[config.mk]
export PLATFORM = sky130hd
export DESIGN_NAME = dac_playback_ctrl_flat
export DESIGN_NICKNAME = d
export VERILOG_FILES = /design/src/rtl/dac_pkg.sv /design/src/rtl/dac_playback_ctrl_if.sv /design/src/rtl/dac_rate_div.sv /design/src/rtl/dac_playback_ctrl.sv /design/src/flat_wrapper.sv
export SDC_FILE = /design/constraint.sdc
export NUM_CORES = 1
export LEC_CHECK = 0
export ABC_AREA = 1
export CORE_MARGIN = 1.5
export CORE_UTILIZATION = 57
export CTS_CLUSTER_SIZE = 25
export DETAILED_ROUTE_END_ITERATION = 12
export GPL_ROUTABILITY_DRIVEN = 0
export PLACE_DENSITY = 0.86
export SETUP_SLACK_MARGIN = 0.2
export SYNTH_ARGS = -nofsm -noshare
export SYNTH_HDL_FRONTEND = slang
export SYNTH_SLANG_ARGS = --single-unit
[constraint.sdc]
create_clock -name SPLB_Clk -period 2.8 [get_ports SPLB_Clk]
set_clock_uncertainty 0.1 [all_clocks]
set_input_delay 0.56 -clock SPLB_Clk [delete_from_list [all_inputs] [get_ports SPLB_Clk]]
set_output_delay 0.56 -clock SPLB_Clk [all_outputs]
set_load 0.03 [all_outputs]
[src/rtl/dac_pkg.sv]
// Shared definitions for the DAC playback controller.
//   play_state_e : playback FSM state encoding (IDLE / FETCH / READY)
//   MIN_DIV      : smallest divider reload value. It guarantees a one-cycle-latency
//                  memory read can complete before the first sample tick.
package dac_pkg;

  typedef enum logic [1:0] {
    IDLE  = 2'd0,
    FETCH = 2'd1,
    READY = 2'd2
  } play_state_e;

  localparam int MIN_DIV = 3;

endpackage

[src/rtl/dac_playback_ctrl_if.sv]
// Sample-memory read bus between the playback controller (master) and the
// sample memory (slave).
//   Mem_Rd_Req  : read request, held until Mem_Rd_Ack
//   Mem_Rd_Addr : word address, stable while Mem_Rd_Req is high
//   Mem_Rd_Ack  : read data valid this cycle
//   Mem_Rd_Data : {I sample (upper half), Q sample (lower half)}
interface dac_playback_ctrl_if #(
  parameter int ADDR_WIDTH = 14,
  parameter int DATA_WIDTH = 20
);

  logic                  Mem_Rd_Req;
  logic [ADDR_WIDTH-1:0] Mem_Rd_Addr;
  logic                  Mem_Rd_Ack;
  logic [DATA_WIDTH-1:0] Mem_Rd_Data;

  modport master (
    output Mem_Rd_Req,
    output Mem_Rd_Addr,
    input  Mem_Rd_Ack,
    input  Mem_Rd_Data
  );

  modport slave (
    input  Mem_Rd_Req,
    input  Mem_Rd_Addr,
    output Mem_Rd_Ack,
    output Mem_Rd_Data
  );

endinterface

[src/rtl/dac_rate_div.sv]
// Loadable sample-rate down-counter.
//   clk, rst_n : clock and synchronous active-low reset
//   load       : load load_val into the counter and keep it as the reload value
//   load_val   : period minus one, in clocks
//   en         : count enable; the tick is suppressed while disabled
//   tick       : one-cycle pulse whenever the enabled count reaches zero
// The counter reloads on the cycle after it reaches zero, so the tick
// period is load_val + 1 clocks.
module dac_rate_div #(
  parameter int DIV_WIDTH = 16
) (
  input  logic                 clk,
  input  logic                 rst_n,
  input  logic                 load,
  input  logic [DIV_WIDTH-1:0] load_val,
  input  logic                 en,
  output logic                 tick
);

  logic [DIV_WIDTH-1:0] cnt;
  logic [DIV_WIDTH-1:0] reload;

  // NOTE: state registers use non-blocking assignments so that every flop
  // samples its pre-edge inputs, whatever the statement order.
  always_ff @(posedge clk) begin
    if (!rst_n) begin
      cnt    <= '0;
      reload <= '0;
    end else if (load) begin
      cnt    <= load_val;
      reload <= load_val;
    end else if (en) begin
      cnt <= (cnt == '0) ? reload : cnt - DIV_WIDTH'(1);
    end
  end

  assign tick = en && (cnt == '0);

endmodule

[src/rtl/dac_playback_ctrl.sv]
// DAC playback controller: fetches {I,Q} sample words from memory ahead of
// time, then presents them to the DAC at a programmable sample rate.
//   SPLB_Clk, SPLB_Rst_n      : clock and synchronous active-low reset
//   Cfg_Start / Cfg_Stop      : one-cycle start / abort pulses (Stop wins)
//   Cfg_Loop, Cfg_Last        : wrap enable and last word address
//   Cfg_Div                   : sample period minus one (at least MIN_DIV is used)
//   mem                       : sample-memory read bus (master side)
//   DAC_I, DAC_Q, DAC_Valid   : registered samples plus update strobe
//   DAC_PWRDN                 : power-down request while idle
//   Sts_Busy, Sts_Underrun    : activity and sticky underrun status
// Optional build macro DAC_PLAYBACK_UNDERRUN_CNT_EN adds Sts_Underrun_Cnt,
// an 8-bit saturating count of missed sample ticks.
module dac_playback_ctrl
  import dac_pkg::*;
#(
  parameter int DAC_WIDTH  = 10,
  parameter int ADDR_WIDTH = 14,
  parameter int DIV_WIDTH  = 16
) (
  input  logic                  SPLB_Clk,
  input  logic                  SPLB_Rst_n,
  input  logic                  Cfg_Start,
  input  logic                  Cfg_Stop,
  input  logic                  Cfg_Loop,
  input  logic [ADDR_WIDTH-1:0] Cfg_Last,
  input  logic [DIV_WIDTH-1:0]  Cfg_Div,
  dac_playback_ctrl_if.master   mem,
  output logic [DAC_WIDTH-1:0]  DAC_I,
  output logic [DAC_WIDTH-1:0]  DAC_Q,
  output logic                  DAC_Valid,
  output logic                  DAC_PWRDN,
  output logic                  Sts_Busy,
  output logic                  Sts_Underrun
`ifdef DAC_PLAYBACK_UNDERRUN_CNT_EN
  ,
  output logic [7:0]            Sts_Underrun_Cnt
`endif
);

  play_state_e                state;
  play_state_e                state_next;
  logic [ADDR_WIDTH-1:0]      addr;
  logic [ADDR_WIDTH-1:0]      last_q;
  logic                       loop_q;
  logic                       last_staged;  // staged word is the final one of a one-shot run
  logic [2*DAC_WIDTH-1:0]     stage;
  logic                       start;
  logic                       tick;
  logic                       capture;
  logic                       play;
  logic                       underrun_evt;
  logic [DIV_WIDTH-1:0]       div_load;

  assign start    = Cfg_Start && !Cfg_Stop;
  assign div_load = (Cfg_Div < DIV_WIDTH'(MIN_DIV)) ? DIV_WIDTH'(MIN_DIV) : Cfg_Div;

  dac_rate_div #(
    .DIV_WIDTH (DIV_WIDTH)
  ) u_rate_div (
    .clk      (SPLB_Clk),
    .rst_n    (SPLB_Rst_n),
    .load     (start),
    .load_val (div_load),
    .en       (state != IDLE),
    .tick     (tick)
  );

  // NOTE: every signal written here gets a default first; a path that left
  // one unassigned would infer a latch.
  always_comb begin
    state_next   = state;
    capture      = 1'b0;
    play         = 1'b0;
    underrun_evt = 1'b0;
    if (Cfg_Stop) begin
      state_next = IDLE;
    end else if (Cfg_Start) begin
      state_next = FETCH;
    end else begin
      unique case (state)
        IDLE: ;
        FETCH: begin
          // A tick while still fetching means the stage register is empty.
          underrun_evt = tick;
          if (mem.Mem_Rd_Ack) begin
            capture    = 1'b1;
            state_next = READY;
          end
        end
        READY: begin
          if (tick) begin
            play       = 1'b1;
            state_next = last_staged ? IDLE : FETCH;
          end
        end
        default: state_next = IDLE;
      endcase
    end
  end

  always_ff @(posedge SPLB_Clk) begin
    if (!SPLB_Rst_n) begin
      state        <= IDLE;
      addr         <= '0;
      last_q       <= '0;
      loop_q       <= 1'b0;
      last_staged  <= 1'b0;
      stage        <= '0;
      DAC_I        <= '0;
      DAC_Q        <= '0;
      DAC_Valid    <= 1'b0;
      Sts_Underrun <= 1'b0;
    end else begin
      state     <= state_next;
      DAC_Valid <= play;
      if (play) begin
        {DAC_I, DAC_Q} <= stage;
      end
      if (Cfg_Stop) begin
        last_staged <= 1'b0;
      end else if (start) begin
        addr         <= '0;
        stage        <= '0;
        last_staged  <= 1'b0;
        Sts_Underrun <= 1'b0;
        last_q       <= Cfg_Last;
        loop_q       <= Cfg_Loop;
      end else begin
        if (capture) begin
          stage <= mem.Mem_Rd_Data;
          if (addr == last_q) begin
            if (loop_q) addr <= '0;
            else        last_staged <= 1'b1;
          end else begin
            addr <= addr + ADDR_WIDTH'(1);
          end
        end
        if (underrun_evt) begin
          Sts_Underrun <= 1'b1;
        end
      end
    end
  end

`ifdef DAC_PLAYBACK_UNDERRUN_CNT_EN
  always_ff @(posedge SPLB_Clk) begin
    if (!SPLB_Rst_n || start) begin
      Sts_Underrun_Cnt <= '0;
    end else if (underrun_evt && (Sts_Underrun_Cnt != 8'hFF)) begin
      Sts_Underrun_Cnt <= Sts_Underrun_Cnt + 8'd1;
    end
  end
`else
  // Counter build option disabled: only the sticky flag reports underruns.
`endif

  assign mem.Mem_Rd_Req  = (state == FETCH);
  assign mem.Mem_Rd_Addr = addr;
  assign Sts_Busy        = (state != IDLE);
  assign DAC_PWRDN       = !Sts_Busy;

endmodule

[src/flat_wrapper.sv]
// flat-port wrapper written by rule: the top's interface ports become plain ports
module dac_playback_ctrl_flat import dac_pkg::*;
#(
  parameter int DAC_WIDTH  = 10,
  parameter int ADDR_WIDTH = 14,
  parameter int DIV_WIDTH  = 16
)
  (SPLB_Clk, SPLB_Rst_n, Cfg_Start, Cfg_Stop, Cfg_Loop, Cfg_Last, Cfg_Div, DAC_I, DAC_Q, DAC_Valid, DAC_PWRDN, Sts_Busy, Sts_Underrun, mem_Mem_Rd_Req, mem_Mem_Rd_Addr, mem_Mem_Rd_Ack, mem_Mem_Rd_Data);
  dac_playback_ctrl_if #(.ADDR_WIDTH(ADDR_WIDTH), .DATA_WIDTH(20)) mem_i ();
  input  logic SPLB_Clk;
  input  logic SPLB_Rst_n;
  input  logic Cfg_Start;
  input  logic Cfg_Stop;
  input  logic Cfg_Loop;
  input  logic [ADDR_WIDTH-1:0] Cfg_Last;
  input  logic [DIV_WIDTH-1:0] Cfg_Div;
  output logic [DAC_WIDTH-1:0] DAC_I;
  output logic [DAC_WIDTH-1:0] DAC_Q;
  output logic DAC_Valid;
  output logic DAC_PWRDN;
  output logic Sts_Busy;
  output logic Sts_Underrun;
  output wire logic [$bits(mem_i.Mem_Rd_Req)-1:0] mem_Mem_Rd_Req;
  output wire logic [$bits(mem_i.Mem_Rd_Addr)-1:0] mem_Mem_Rd_Addr;
  input wire logic [$bits(mem_i.Mem_Rd_Ack)-1:0] mem_Mem_Rd_Ack;
  input wire logic [$bits(mem_i.Mem_Rd_Data)-1:0] mem_Mem_Rd_Data;
  assign mem_Mem_Rd_Req = mem_i.Mem_Rd_Req;
  assign mem_Mem_Rd_Addr = mem_i.Mem_Rd_Addr;
  assign mem_i.Mem_Rd_Ack = mem_Mem_Rd_Ack;
  assign mem_i.Mem_Rd_Data = mem_Mem_Rd_Data;
  dac_playback_ctrl #(.DAC_WIDTH(DAC_WIDTH), .ADDR_WIDTH(ADDR_WIDTH), .DIV_WIDTH(DIV_WIDTH)) u_core (.SPLB_Clk(SPLB_Clk), .SPLB_Rst_n(SPLB_Rst_n), .Cfg_Start(Cfg_Start), .Cfg_Stop(Cfg_Stop), .Cfg_Loop(Cfg_Loop), .Cfg_Last(Cfg_Last), .Cfg_Div(Cfg_Div), .mem(mem_i), .DAC_I(DAC_I), .DAC_Q(DAC_Q), .DAC_Valid(DAC_Valid), .DAC_PWRDN(DAC_PWRDN), .Sts_Busy(Sts_Busy), .Sts_Underrun(Sts_Underrun));
endmodule
# Word level (Yosys, flattened, before mapping)
# Index checks and enable logic that the tools add are counted.
# word_totals
inputBits	56
ramBits	0
word_cells	77
romBits	0
memories	0
latchBits	0
regBits	106
# classes
div_mod_pow	0
multipliers	0
n_lt_le_gt_ge	1
n_reduce_logical	20
n_mux	28
shift	0
n_eq_ne	9
bitwise_logic	4
addsub	2
# ops
cell	n
two-way mux 16 bit	4
two-way mux 14 bit	4
two-way mux 20 bit	2
logical NOT 16 bit	1
< comparator 16 x 2 -> 1 bit, second input constant	1
subtractor 16 x 1 -> 16 bit, second input constant	1
two-way mux 1 bit	15
adder 14 x 1 -> 14 bit, second input constant	1
== test 14 bit	1
AND reduction 3 bit	4
nonzero test 2 bit	4
inequality test 3 x 2 -> 1 bit, second input constant	2
one-hot mux 2 bit (3 select lines)	1
AND reduction 2 bit	3
OR reduction 3 bit	2
two-way mux 2 bit	2
inequality test 2 x 1 -> 1 bit, second input constant	2
NOT 1 bit	4
inequality test 3 x 1 -> 1 bit, second input constant	1
== test 2 x 1 -> 1 bit, second input constant	1
== test 2 bit, second input constant	1
logical AND 1 bit	2
logical NOT 1 bit	2
logical NOT 2 bit	1
other kinds (2)	2

# Logic depth before layout (Yosys ltp)
# Gate-level depths: netlist of the first run.
# depth
word_depth	7
ltp_mapped	13
mapped_depth_nobuf	12

# Modules after synthesis
# Synthesis of the first run repeated with hierarchy kept, for this count alone.
# unflattened
cells_unflattened	793
area_unflattened_um2	5496.5
# modules_own_cells
mod	cells_each	area_per_inst_um2	n_inst	seq_area_each_um2
dac_playback_ctrl	496	3452.1	1	1481.4
dac_rate_div	297	2044.5	1	640.6

# Worst setup path before layout of the first run
# OpenSTA, ideal clock, no wires.
# synth_timing
kind	flip-flop to flip-flop
start	register u_core.state[0]
end	register u_core.u_rate_div.cnt[5]
path_slack_ns	0.867
path_buffers	1
synth_period_minus_slack_ns	1.933
setup_ns	0.117
stages_incl_launch_ff	10
arrival_ns	1.716
t_required_ns	2.583
cell_sequence	dfxtp_1 -> inv_1 -> ha_1 -> inv_1 -> nor2_1 -> inv_1 -> clkbuf_1 -> nand2_1 -> a21oi_1 -> nor2_1
# synth_via
elab_chain_len	2
# synth_rtl
element	line	source
from (decl)	dac_playback_ctrl.sv:40	play_state_e state;
from (signal assigned)	dac_playback_ctrl.sv:114	state <= state_next;
nonzero test 2 bit	-	
net Sts_Busy	flat_wrapper.sv:21	output logic Sts_Busy;
nonzero test 2 bit (no source line)	-	
to (signal assigned)	dac_rate_div.sv:30	cnt <= load_val;
to (signal assigned)	dac_rate_div.sv:33	cnt <= (cnt == '0) ? reload : cnt - DIV_WIDTH'(1);
to (decl)	dac_rate_div.sv:20	logic [DIV_WIDTH-1:0] cnt;
# The timed path passes the listed nets, and every way through them passes these cells.
# A chain may end at the register's enable or synchronous reset.

# Final worst setup path of the first run
# layout_timing
start	register u_core.state[0]
end	output port DAC_PWRDN
# layout_via
elab_chain_len	2
# layout_rtl
element	line	source
nonzero test 2 bit	dac_playback_ctrl.sv:159	assign Sts_Busy = (state != IDLE);
logical NOT 1 bit	dac_playback_ctrl.sv:160	assign DAC_PWRDN = !Sts_Busy;
to (decl)	flat_wrapper.sv:20	output logic DAC_PWRDN;
# No other way between the ends.

==> summary.txt, run 1 <==
Run status
  • Status: finished clean

Floorplan
  • Rows: 35
  • Core area: 0.009153 sq mm
  • IO Pins: 95
  • Die ar.: 0.009913 sq mm
  • Starting Density: between 50% and 60%
  • Die width: ~100 um
  • Die Y: 99.57 um

Synthesis
  • Most common cell in the netlist: nand2_1
  • Adder-Cell Fraction of Synth Area: 1.648%
  • Syn. warnings: 0
  • Compound-Gate Fraction of Synth Area: 14.27%
  • Library cells used by synthesis: 37
  • Synthesized area per cell: approximately 6.6 sq um
  • Synth area leader: dfxtp_1
  • Synth Instances: 810
  • Async S/R FF share, synth: 0%
  • Register area share after synthesis: roughly 40%
  • Post-synth top area share: 39.92%
  • Synth Area in Simple Gates: 31.10%
  • Post-Synth XOR/XNOR Area: 2.307%
  • Dominant synthesized flop cell: dfxtp_1
  • Netlist area before placement: about 0.0053 sq mm
  • Largest family of logic cells by synthesized area: simple AND/OR/NAND/NOR gates
  • Post-synthesis mux area share: 0%
  • Commonest cells post-synth: 227 x nand2_1, 119 x nor2_1, 106 x dfxtp_1
  • Post-synth EDFFs: 0
  • Area contributors post-synth: dfxtp_1 40%, nand2_1 16%, nor2_1 8.4%
  • Seq cells post-synth: 106
  • Post-Syn Nets: 873

STA
  • RSZ-0062 raised after global routing: no
  • Slew @ Worst Pin: 799.4 ps
  • Worst Setup Slack, final: 440.8 ps
  • Min Tclk post-route: about 2400 ps
  • Final setup TNS: 0 ps
  • FMAX: 423.9 MHz
  • Final hold viol count: 0
  • Crit share post-route: 84.26%
  • Count of final setup violators: 0
  • Min Hold Slack: roughly 370 ps
  • Slew margin rel.: between 40% and 50%
  • Slew Limit Fails: 0

Layout
  • Final core utilization: 70.50%
  • Ant diodes: 0
  • Final std cells w/o fill: 1002
  • Area growth syn-to-layout: 21.40%
  • Final layout net count: around 950
  • Final Instance Area: 0.006452 sq mm
  • Fillers: 786
  • Share of cells above drive strength 1: 4.714%

Clocking
  • Num CTS Buffers: 9
  • Htree depth: 3
  • CTS clock-pin slew for the worst setup and hold paths: 100 ps
  • CTS Hold Bufs: 0
  • Max clock buf depth: 2
  • Post-cts sizing count: 1
  • CTS Sinks: 106
  • Worst skew pair latency: 360 ps
  • Post-CTS setup buffer count: 0
  • TritonCTS clock tree: built
  • CTS root buf: clkbuf_8

Placement
  • Post-DP HPWL: 9.371 mm
  • Setup WS pre-CTS: -29.46 ps
  • Port Buffers: 94
  • Area after DPL: 0.006271 sq mm
  • Placed insts: 986

Global routing
  • Number of global-route vias before repair: 5181
  • Largest net degree at the start of global routing: 45
  • Total gr overflow: 0
  • First-pass GRT wire length: 22.11 mm
  • GRT Total Usage: 26.91%
  • Initial antenna violation count: 0

Routing
  • DR WL/cell: 13.09 um
  • Routed via count: 5344
  • 1st-pass router iterations: 7
  • Post-route DRC: 0
  • Antenna Violating Nets Remaining: 0
  • Via-to-Cell Ratio: 5.333
  • DR iter-0 viols: between 200 and 300
  • Routed wire length: about 13 mm

Critical path
  • Crit path cell chain: inv_1 > ha_1 > clkdlybuf4s50_1
  • Startpoint Class: register
  • CP Max Fanout: 4
  • CP max stage cell: clkdlybuf4s50_1
  • Arrival time worst endpoint: 1700 ps
  • CP max stage delay: about 610 ps
  • CP required: about 2100 ps
  • CP endpoint kind: output pin
  • Critical path start-end classification: register to output pin

Pwr
  • Leak: roughly 2.8 nW
  • Worst VDD drop: 417.3 uV
  • Final Total Pwr: 3.002 mW
  • Pwr dens: roughly 470 mW/mm^2

Min path
  • Min-Delay Path Class: register to register

Job
  • Max_cap viols: 0
==> layer usage <==
layer	vias up	wire (um)	global-route usage, %
met1	2468	5511	30.95
met5	-	0	0
met2	152	6718	49.58
li1	2696	-	-
met4	0	252	9.101
met3	28	632	5.481
==> sequential cells by signal (all words and copies together) (netlist names) <==
name and cells:
u_core.loop_q 1, u_core.mem.Mem_Rd_Addr 14, u_core.last_q 14, u_core.last_staged 1, u_core.DAC_Valid 1, u_core.u_rate_div.cnt 16
u_core.Sts_Underrun 1, u_core.state 2, u_core.u_rate_div.reload 16, u_core.DAC_I 10, u_core.stage 20, u_core.DAC_Q 10
==> critical path: cells and delay by family (launching register included) <==
family / cells / cell delay (ps)
adder cells (fa/ha/maj): 1 / 230
buffers and inverters: 2 / 700
flip-flops: 1 / 420
==> cell type report <==
cell class / instances / area [sq um] / area share, %
Clock buffer: 10 / 127.6 / 1.978
Tap cell: 111 / 138.9 / 2.152
Sequential cell: 106 / 2122 / 32.89
Clock inverter: 6 / 52.55 / 0.8144
Inverter: 101 / 380.4 / 5.895
Multi-Input combinational cell: 566 / 2624 / 40.66
Timing Repair Buffer: 102 / 1007 / 15.61
==> kinds of logic (layout without fill, tap and decap cells) <==
| kind of cell | count (synthesis) | count (layout) |
|---|---|---|
| compound gates | 144 | 144 |
| flops | 106 | 106 |
| fa+ha+maj | 7 | 7 |
| xor+xnor | 14 | 14 |
| simple gates | 401 | 401 |
| buf+inv | 138 | 219 |
==> final timing paths <==
kind,slack (ps),to,startpoint,depth (start not counted)
setup / recovery,440,DAC_PWRDN,u_core.state[0]$_SDFFE_PP0P_,3
hold / removal,370,u_core.Sts_Underrun$_SDFFE_PN0P_,u_core.Sts_Underrun$_SDFFE_PN0P_,2
setup reg to reg,520,u_core.DAC_Q[9]$_SDFFE_PN0P_,u_core.u_rate_div.cnt[0]$_SDFFE_PN0P_,9
hold reg to reg,370,u_core.Sts_Underrun$_SDFFE_PN0P_,u_core.Sts_Underrun$_SDFFE_PN0P_,2
==> cell usage in the layout, fill, tap and decap left out, types with 2 or more instances in the layout <==
cell,n
o211ai_1,2
o21bai_1,2
xnor2_1,3
nand2_1,227
clkbuf_8,9
nor2_1,118
nor3_1,2
clkinvlp_4,2
inv_2,3
a21oi_1,66
buf_4,7
nand3_2,3
xor2_1,11
o21ai_0,49
nand2_2,2
clkinv_4,3
dfxtp_1,106
nand4_1,7
nand3_1,29
o21ai_1,6
inv_1,96
nand3b_1,3
ha_1,7
nor2_2,4
clkdlybuf4s50_1,92
o22ai_1,11
a31oi_1,6
==> power by group <==
group / internal [mW] / total, mW / switching [mW]
Sequential: 1.56 / 1.61 / 0.0447
Clock: 0.335 / 0.863 / 0.529
Combinational: 0.217 / 0.533 / 0.315
Note: power is estimated with default switching activity, not from simulation.
==> run 2, diff against run 1 <==
- CORE_UTILIZATION: 57 -> 53
- PLACE_DENSITY: 0.86 -> 0.8
- clock period: 2.8 -> 2.2 ns (I/O delays scaled with it)
==> run 2 against run 1 <==
Compared with the run above:
- largest cell class unchanged
- sequential cell count unchanged
- worst hold slack got worse by 4.2 ps
- global-route usage fell by 0.25 points
==> summary.txt, run 2 (same netlist as run 1, synthesis figures left out) <==
Clocking
  • CTS Sinks: 106 (unchanged)
  • Max clock buf depth: 2 (unchanged)
  • CTS clock-pin slew for the worst setup and hold paths: 100 ps (about the same)
  • Num CTS Buffers: 9 (unchanged)
  • TritonCTS clock tree: built
  • Worst skew pair latency: 380 ps (+20 ps)
  • CTS root buf: clkbuf_8
  • Htree depth: 3 (unchanged)

Layout
  • Area growth syn-to-layout: 24.03%
  • Commonest cells after routing, fill and taps aside: 226 x nand2_1, 118 x nor2_1, 95 x inv_1, 95 x dfxtp_1, 71 x clkdlybuf4s50_1
  • Fillers: 866 (+10%)
  • Final layout net count: 957 (+0.84%)
  • Top Registers: u_core.stage (20), u_core.u_rate_div.cnt (16), u_core.u_rate_div.reload (16)
  • Final Instance Area: 0.006593 sq mm (+2.2%)
  • Commonest non-fill, non-tap cell in the layout: nand2_1
  • Max FFs per register: 20 (unchanged)
  • Ant diodes: 0 (unchanged)
  • Share of cells above drive strength 1: 7.461% (+2.7 points)
  • Largest reg by FF count: u_core.stage

Critical path
  • Startpoint Class: register
  • FF-to-FF setup slack: 330 ps (-190 ps)
  • CP Max Fanout: 2 (-2)
  • Critical register-to-register path endpoint: u_core.DAC_I[9]$_SDFFE_PN0P_
  • CP required: 1660 ps (-480 ps)
  • R2R Path Start: u_core.u_rate_div.cnt[0]$_SDFFE_PN0P_
  • Crit path capture: DAC_Q[9]
  • CP Launch Point: u_core.DAC_Q[9]$_SDFFE_PN0P_
  • Levels on crit path: 1 (-2)
  • CP top delay family: buffers and inverters
  • Arrival time worst endpoint: 1420 ps (-280 ps)
  • CP max stage delay: 690 ps (+80 ps)
  • CP max stage cell: clkdlybuf4s50_1
  • CP endpoint kind: output pin
  • R2R cell count: 11 (+2)
  • Crit path cell chain: clkdlybuf4s50_1
  • Critical path start-end classification: register to output pin
  • Worst path bufs/invs: 1 (-1)

Pwr
  • Worst VDD drop: 460.0 uV (+10%)
  • Leak: 3.066 nW (+7.7%)
  • Pwr dens: 584.6 mW/mm^2 (+26%)
  • Final Total Pwr: 3.854 mW (+28%)

STA
  • Slew Limit Fails: 0 (unchanged)
  • Worst Setup Slack, final: 238.6 ps (-202.1 ps)
  • FMAX: just over 500 MHz
  • RSZ-0062 raised after global routing: no
  • Slew @ Worst Pin: 430.1 ps (-369.3 ps)
  • Slew margin rel.: 71.33% (+25 points)
  • Min Hold Slack: 366.0 ps (-4.221 ps)
  • Crit share post-route: 89.15%
  • Min Tclk post-route: 1961 ps
  • Final hold viol count: 0 (unchanged)
  • Count of final setup violators: 0 (unchanged)

Floorplan
  • Rows: 36 (+2.9%)
  • Die width: 103.1 um (+3.6%)
  • Die ar.: 0.01064 sq mm (+7.3%)
  • IO Pins: 95 (unchanged)
  • Starting Density: 54.63% (-3.4 points)
  • Core area: 0.009729 sq mm (+6.3%)
  • Die Y: 103.1 um (+3.6%)

Global routing
  • Initial antenna violation count: 0 (unchanged)
  • Largest net degree at the start of global routing: 50 (+11%)
  • First-pass GRT wire length: 22.45 mm (+1.5%)
  • Number of global-route vias before repair: 5071 (-2.1%)
  • Total gr overflow: 0 (unchanged)
  • GRT Total Usage: 26.66% (-0.25 points)

Routing
  • Via-to-Cell Ratio: 5.181 (-2.8%)
  • Routed wire length: 13.62 mm (+3.9%)
  • Antenna Violating Nets Remaining: 0 (unchanged)
  • Routed via count: 5342 (-0.037%)
  • Post-route DRC: 0 (unchanged)
  • DR WL/cell: 13.21 um (+0.95%)
  • DR iter-0 viols: 256 (-6.6%)
  • 1st-pass router iterations: 5 (-2)

Min path
  • Min-Delay Path Class: register to register

Placement
  • Area after DPL: 0.006384 sq mm (+1.8%)
  • Post-DP HPWL: 9.557 mm (+2.0%)
  • Setup WS pre-CTS: -10.80 ps (+18.65 ps)
  • Port Buffers: 94 (unchanged)

Job
  • Max_cap viols: 0 (unchanged)

Run status
  • Status: finished clean
-- run 2: changes by cell type in the layout (fill, tap and decap cells not counted), moves of 2 or more --
cell             previous run  this run
dfxtp_1                   106        95
clkbuf_2                    0         2
clkdlybuf4s50_1            92        71
buf_4                       7        12
dlygate4sd2_1               1        14
buf_12                      1         3
dlymetal6s2s_1              0         5
dfxtp_2                     0        11
-- run 2: report_power, final --
part | internal [mW] | leakage [nW] | switching (mW)
clock | 0.421 | 0.0884 | 0.688
combinational | 0.292 | 2.11 | 0.409
sequential | 1.99 | 0.868 | 0.0566
total | 2.70 | 3.07 | 1.15
-- run 2: worst min path at each step --
stage	startpoint	end	slack, ps	depth (start not counted)
global placement	u_core.Sts_Underrun$_SDFFE_PN0P_	u_core.Sts_Underrun$_SDFFE_PN0P_	340	2
detailed placement	u_core.Sts_Underrun$_SDFFE_PN0P_	u_core.Sts_Underrun$_SDFFE_PN0P_	350	2
CTS	u_core.Sts_Underrun$_SDFFE_PN0P_	u_core.Sts_Underrun$_SDFFE_PN0P_	360	2
global route	u_core.stage[1]$_SDFFE_PN0P_	u_core.stage[1]$_SDFFE_PN0P_	380	2
finish	u_core.Sts_Underrun$_SDFFE_PN0P_	u_core.Sts_Underrun$_SDFFE_PN0P_	370	2
floorplan	u_core.last_staged$_SDFFE_PP0P_	u_core.last_staged$_SDFFE_PP0P_	340	2
-- run 2: metal layers --
metal / GRT usage (%) / routed length [um]
met5: 0 / 0
met4: 10.29 / 258
met3: 4.068 / 612
met2: 47.87 / 6817
met1: 32.01 / 5935
-- run 2: final cells by class --
| class | instances | area [sq um] | area share (%) |
|---|---|---|---|
| multi-input cells | 566 | 2643 | 40.08 |
| flip-flops and latches | 106 | 2136 | 32.40 |
| repair buffers | 110 | 1087 | 16.49 |
| inverters | 101 | 381.6 | 5.789 |
| well taps | 133 | 166.4 | 2.524 |
| clock buffers | 9 | 123.9 | 1.879 |
| clock inverters | 6 | 55.05 | 0.8351 |
-- run 2: worst register-to-register path: stages (launching register included) --
cell and delay, ps:
dfxtp_1 330, inv_1 120, ha_1 200, nand3_1 80, nor2_1 130, nand2_2 160, inv_4 150, nand4_4 110
buf_8 190, nand2_1 90, nand2_1 60, nor2_1 90
-- run 2: timing repair --
action,4_1_cts,5_1_grt
setup endpoints to repair,17,37
setup buffers,0,0
gates resized for setup,19,29
hold endpoints to repair,0,0
hold buffers,0,0
-- run 2: per-stage QoR --
step / utilization, % / setup TNS (ps) / instances
CTS: 67.26 / 0 / 1031
detailed placement: 65.61 / -10.80 / 1016
global placement: 65.61 / 0 / 1016
floorplan: - / 0 / 810
global route: 67.76 / 0 / 1031
finish: 67.76 / 0 / 1031
==> run 3, diff against run 2 <==
- CORE_UTILIZATION: 53 -> 30
- PLACE_DENSITY: 0.8 -> unset
==> run 3 against run 2 <==
Compared with the run above:
- critical path depth did not move
- clock power is 65% higher
- combinational power up 3%
- final area rose by 5.5%
- first-iteration DRC count increased by 25%
- final cell count is 10% higher
- worst hold slack worse by 6.6 ps
- routed wire length grew 2.3%
- highest routed layer unchanged
- core utilization down 28 points
- sequential cell count unchanged
- register-to-register slack better by 30 ps
==> summary.txt, run 3 (same netlist as run 1, synthesis figures left out) <==
Critical path
  • CP Max Fanout: 2 (unchanged)
  • CP top delay family: buffers and inverters
  • CP required: 1660 ps (about the same)
  • CP max stage cell: clkdlybuf4s50_1
  • Startpoint Class: register
  • Crit path cell chain: clkdlybuf4s50_1
  • Arrival time worst endpoint: 1380 ps (-40 ps)
  • FF-to-FF setup slack: 360 ps (+30 ps)
  • Worst path bufs/invs: 1 (unchanged)
  • CP endpoint kind: output pin
  • CP max stage delay: 680 ps (about the same)
  • Critical path start-end classification: register to output pin
  • R2R cell count: 11 (unchanged)
  • Critical register-to-register path endpoint: u_core.mem.Mem_Rd_Addr[5]$_SDFFE_PN0P_
  • R2R Path Start: u_core.mem.Mem_Rd_Addr[12]$_SDFFE_PN0P_

Clocking
  • CTS clock-pin slew for the worst setup and hold paths: 70 ps (-30 ps)
  • Max clock buf depth: 2 (unchanged)
  • Num CTS Buffers: 9 (unchanged)
  • Worst skew pair latency: 350 ps (-30 ps)
  • Htree depth: 3 (unchanged)
  • CTS Sinks: 106 (unchanged)
  • CTS Hold Bufs: 0 (unchanged)
  • CTS root buf: clkbuf_16
  • TritonCTS clock tree: built

Routing
  • Routed wire length: 13.94 mm (+2.3%)
  • 1st-pass router iterations: 5 (unchanged)
  • DR WL/cell: 12.24 um (-7.4%)
  • Antenna Violating Nets Remaining: 0 (unchanged)
  • DR iter-0 viols: 319 (+25%)
  • Post-route DRC: 0 (unchanged)
  • Via-to-Cell Ratio: 4.493 (-13%)
  • Routed via count: 5117 (-4.2%)

Pwr
  • Worst VDD drop: 392.8 uV (-15%)
  • Flop pwr share: 44.5% (-8.5 points)
  • Clk pwr share: 39.8% (+11 points)
  • NetSw: 1.183 mW (+2.6%)
  • Leak: 3.132 nW (+2.1%)
  • Pwr dens: 660.5 mW/mm^2 (+13%)
  • Final Total Pwr: 4.592 mW (+19%)
  • Int Power: 3.409 mW (+26%)
  • Gate power share: 15.7% (-2.5 points)
  • Switching Share: 25.77% (-4.2 points)

Global routing
  • Total gr overflow: 0 (unchanged)
  • First-pass GRT wire length: 23.09 mm (+2.9%)
  • Number of global-route vias before repair: 4716 (-7.0%)
  • Initial antenna violation count: 0 (unchanged)
  • Largest net degree at the start of global routing: 42 (-16%)
  • GRT Total Usage: 15.64% (-11 points)

STA
  • FMAX: 520.0 MHz (+2.0%)
  • Final setup TNS: 0 ps (unchanged)
  • RSZ-0062 raised after global routing: no
  • Final hold viol count: 0 (unchanged)
  • Slew Limit Fails: 0 (unchanged)
  • Slew @ Worst Pin: 360.9 ps (-69.26 ps)
  • Count of final setup violators: 0 (unchanged)
  • Min Tclk post-route: 1923 ps (-38.25 ps)
  • Crit share post-route: 87.41% (-1.7 points)
  • Slew margin rel.: 75.64% (+4.3 points)

Floorplan
  • IO Pins: 95 (unchanged)
  • Rows: 48 (+33%)
  • Die Y: 136.1 um (+32%)
  • Core area: 0.01730 sq mm (+78%)
  • Die ar.: 0.01852 sq mm (+74%)
  • Starting Density: 30.73% (-24 points)
  • Die width: 136.1 um (+32%)

Layout
  • Largest reg by FF count: u_core.stage
  • Commonest cells after routing, fill and taps aside: 226 x nand2_1, 117 x nor2_1, 104 x dfxtp_1, 96 x inv_1, 76 x clkdlybuf4s50_1
  • Max FFs per register: 20 (unchanged)
  • Final layout net count: 972 (+1.6%)
  • Share of cells above drive strength 1: 7.768% (+0.31 points)
  • Commonest non-fill, non-tap cell in the layout: nand2_1
  • Top Registers: u_core.stage (20), u_core.u_rate_div.cnt (16), u_core.u_rate_div.reload (16)
  • Ant diodes: 0 (unchanged)
  • Area growth syn-to-layout: 30.81%

Placement
  • Post-DP HPWL: 9.895 mm (+3.5%)
  • Port Buffers: 94 (unchanged)

Min path
  • Min-Delay Path Class: register to register
  • Hold path start: u_core.stage[1]$_SDFFE_PN0P_
  • Hold Crit Endpoint: u_core.stage[1]$_SDFFE_PN0P_
  • Hold Path Stages: 2 (unchanged)

Run status
  • Status: finished clean

Job
  • Max_cap viols: 0 (unchanged)
[run 3: changes by cell type in the layout (fill, tap and decap cells not counted), moves of 2 or more]
cell and change:
dfxtp_1 +9, dlymetal6s2s_1 -4, dfxtp_2 -9, bufinv_16 +3, clkinv_4 -2, clkbuf_16 +9
clkbuf_8 -9, clkdlybuf4s50_1 +5, buf_4 +15, clkbuf_1 +2
[run 3: what timing repair did]
item                       in CTS  in global routing
pin swaps                       0                  1
setup endpoints to repair      16                 31
setup buffers                   0                  2
resized for setup              16                 13
[run 3: worst max path at each step]
| stage | cells past startpoint | slack (ps) | start | to |
|---|---|---|---|---|
| after CTS | 4 | 60 | u_core.state[0]$_SDFFE_PP0P_ | Sts_Busy |
| after floorplan | 9 | 270 | u_core.state[0]$_SDFFE_PP0P_ | u_core.u_rate_div.cnt[5]$_SDFFE_PN0P_ |
| after global routing | 11 | 210 | u_core.mem.Mem_Rd_Addr[12]$_SDFFE_PN0P_ | u_core.mem.Mem_Rd_Addr[6]$_SDFFE_PN0P_ |
| after detailed placement | 8 | 80 | Cfg_Start | u_core.u_rate_div.cnt[1]$_SDFFE_PN0P_ |
| after global placement | 7 | 90 | Cfg_Div[9] | u_core.u_rate_div.cnt[1]$_SDFFE_PN0P_ |
| final | 1 | 280 | u_core.Sts_Underrun$_SDFFE_PN0P_ | Sts_Underrun |
[run 3: through the flow]
stage	utilization [%]	cell area [sq um]	setup WS, ps	hold slack [ps]	instances
after floorplan	-	5315	267.0	340.2	810
after global placement	38.21	6609	85.95	347.7	1121
after detailed placement	38.21	6609	79.73	352.1	1121
after CTS	40.03	6924	55.12	356.4	1137
after global routing	40.20	6953	205.7	369.2	1139
final	40.20	6953	276.9	359.5	1139
[run 3: final cells by class]
cell class / count / area (sq um)
timing repair buffer: 125 / 1194
fill: 1868 / 10340
inverter: 101 / 381.6
sequential: 106 / 2125
clock buffer: 11 / 232.7
tap: 225 / 281.5
clock inverter: 5 / 102.6
multi-input combinational: 566 / 2636
[run 3: power by group through the flow]
stage	clock [mW]	sequential [mW]	combinational [mW]
detailed placement	0	2.08	0.714
global placement	0	2.09	0.713
global route	1.95	2.05	0.818
CTS	1.89	2.04	0.716
floorplan	0	2.07	0.452
finish	1.83	2.04	0.721
[run 3: routing by layer]
| layer | vias up | GRT usage [%] | wire [um] |
|---|---|---|---|
| met3 | 14 | 3.468 | 637 |
| met5 | - | 0 | 0 |
| met2 | 107 | 24.75 | 6293 |
| met4 | 0 | 4.669 | 197 |
| li1 | 2750 | - | - |
| met1 | 2246 | 21.24 | 6808 |
[run 3: worst reg2reg max path, stage by stage (launching register included)]
cell and delay (ps):
dfxtp_1 410, inv_1 100, nand2_1 70, nand2_1 40
nor2_1 110, nand2_1 100, nor2_4 160, nand3_2 140
nand2_4 90, buf_4 200, nand3_1 100, a21oi_1 140
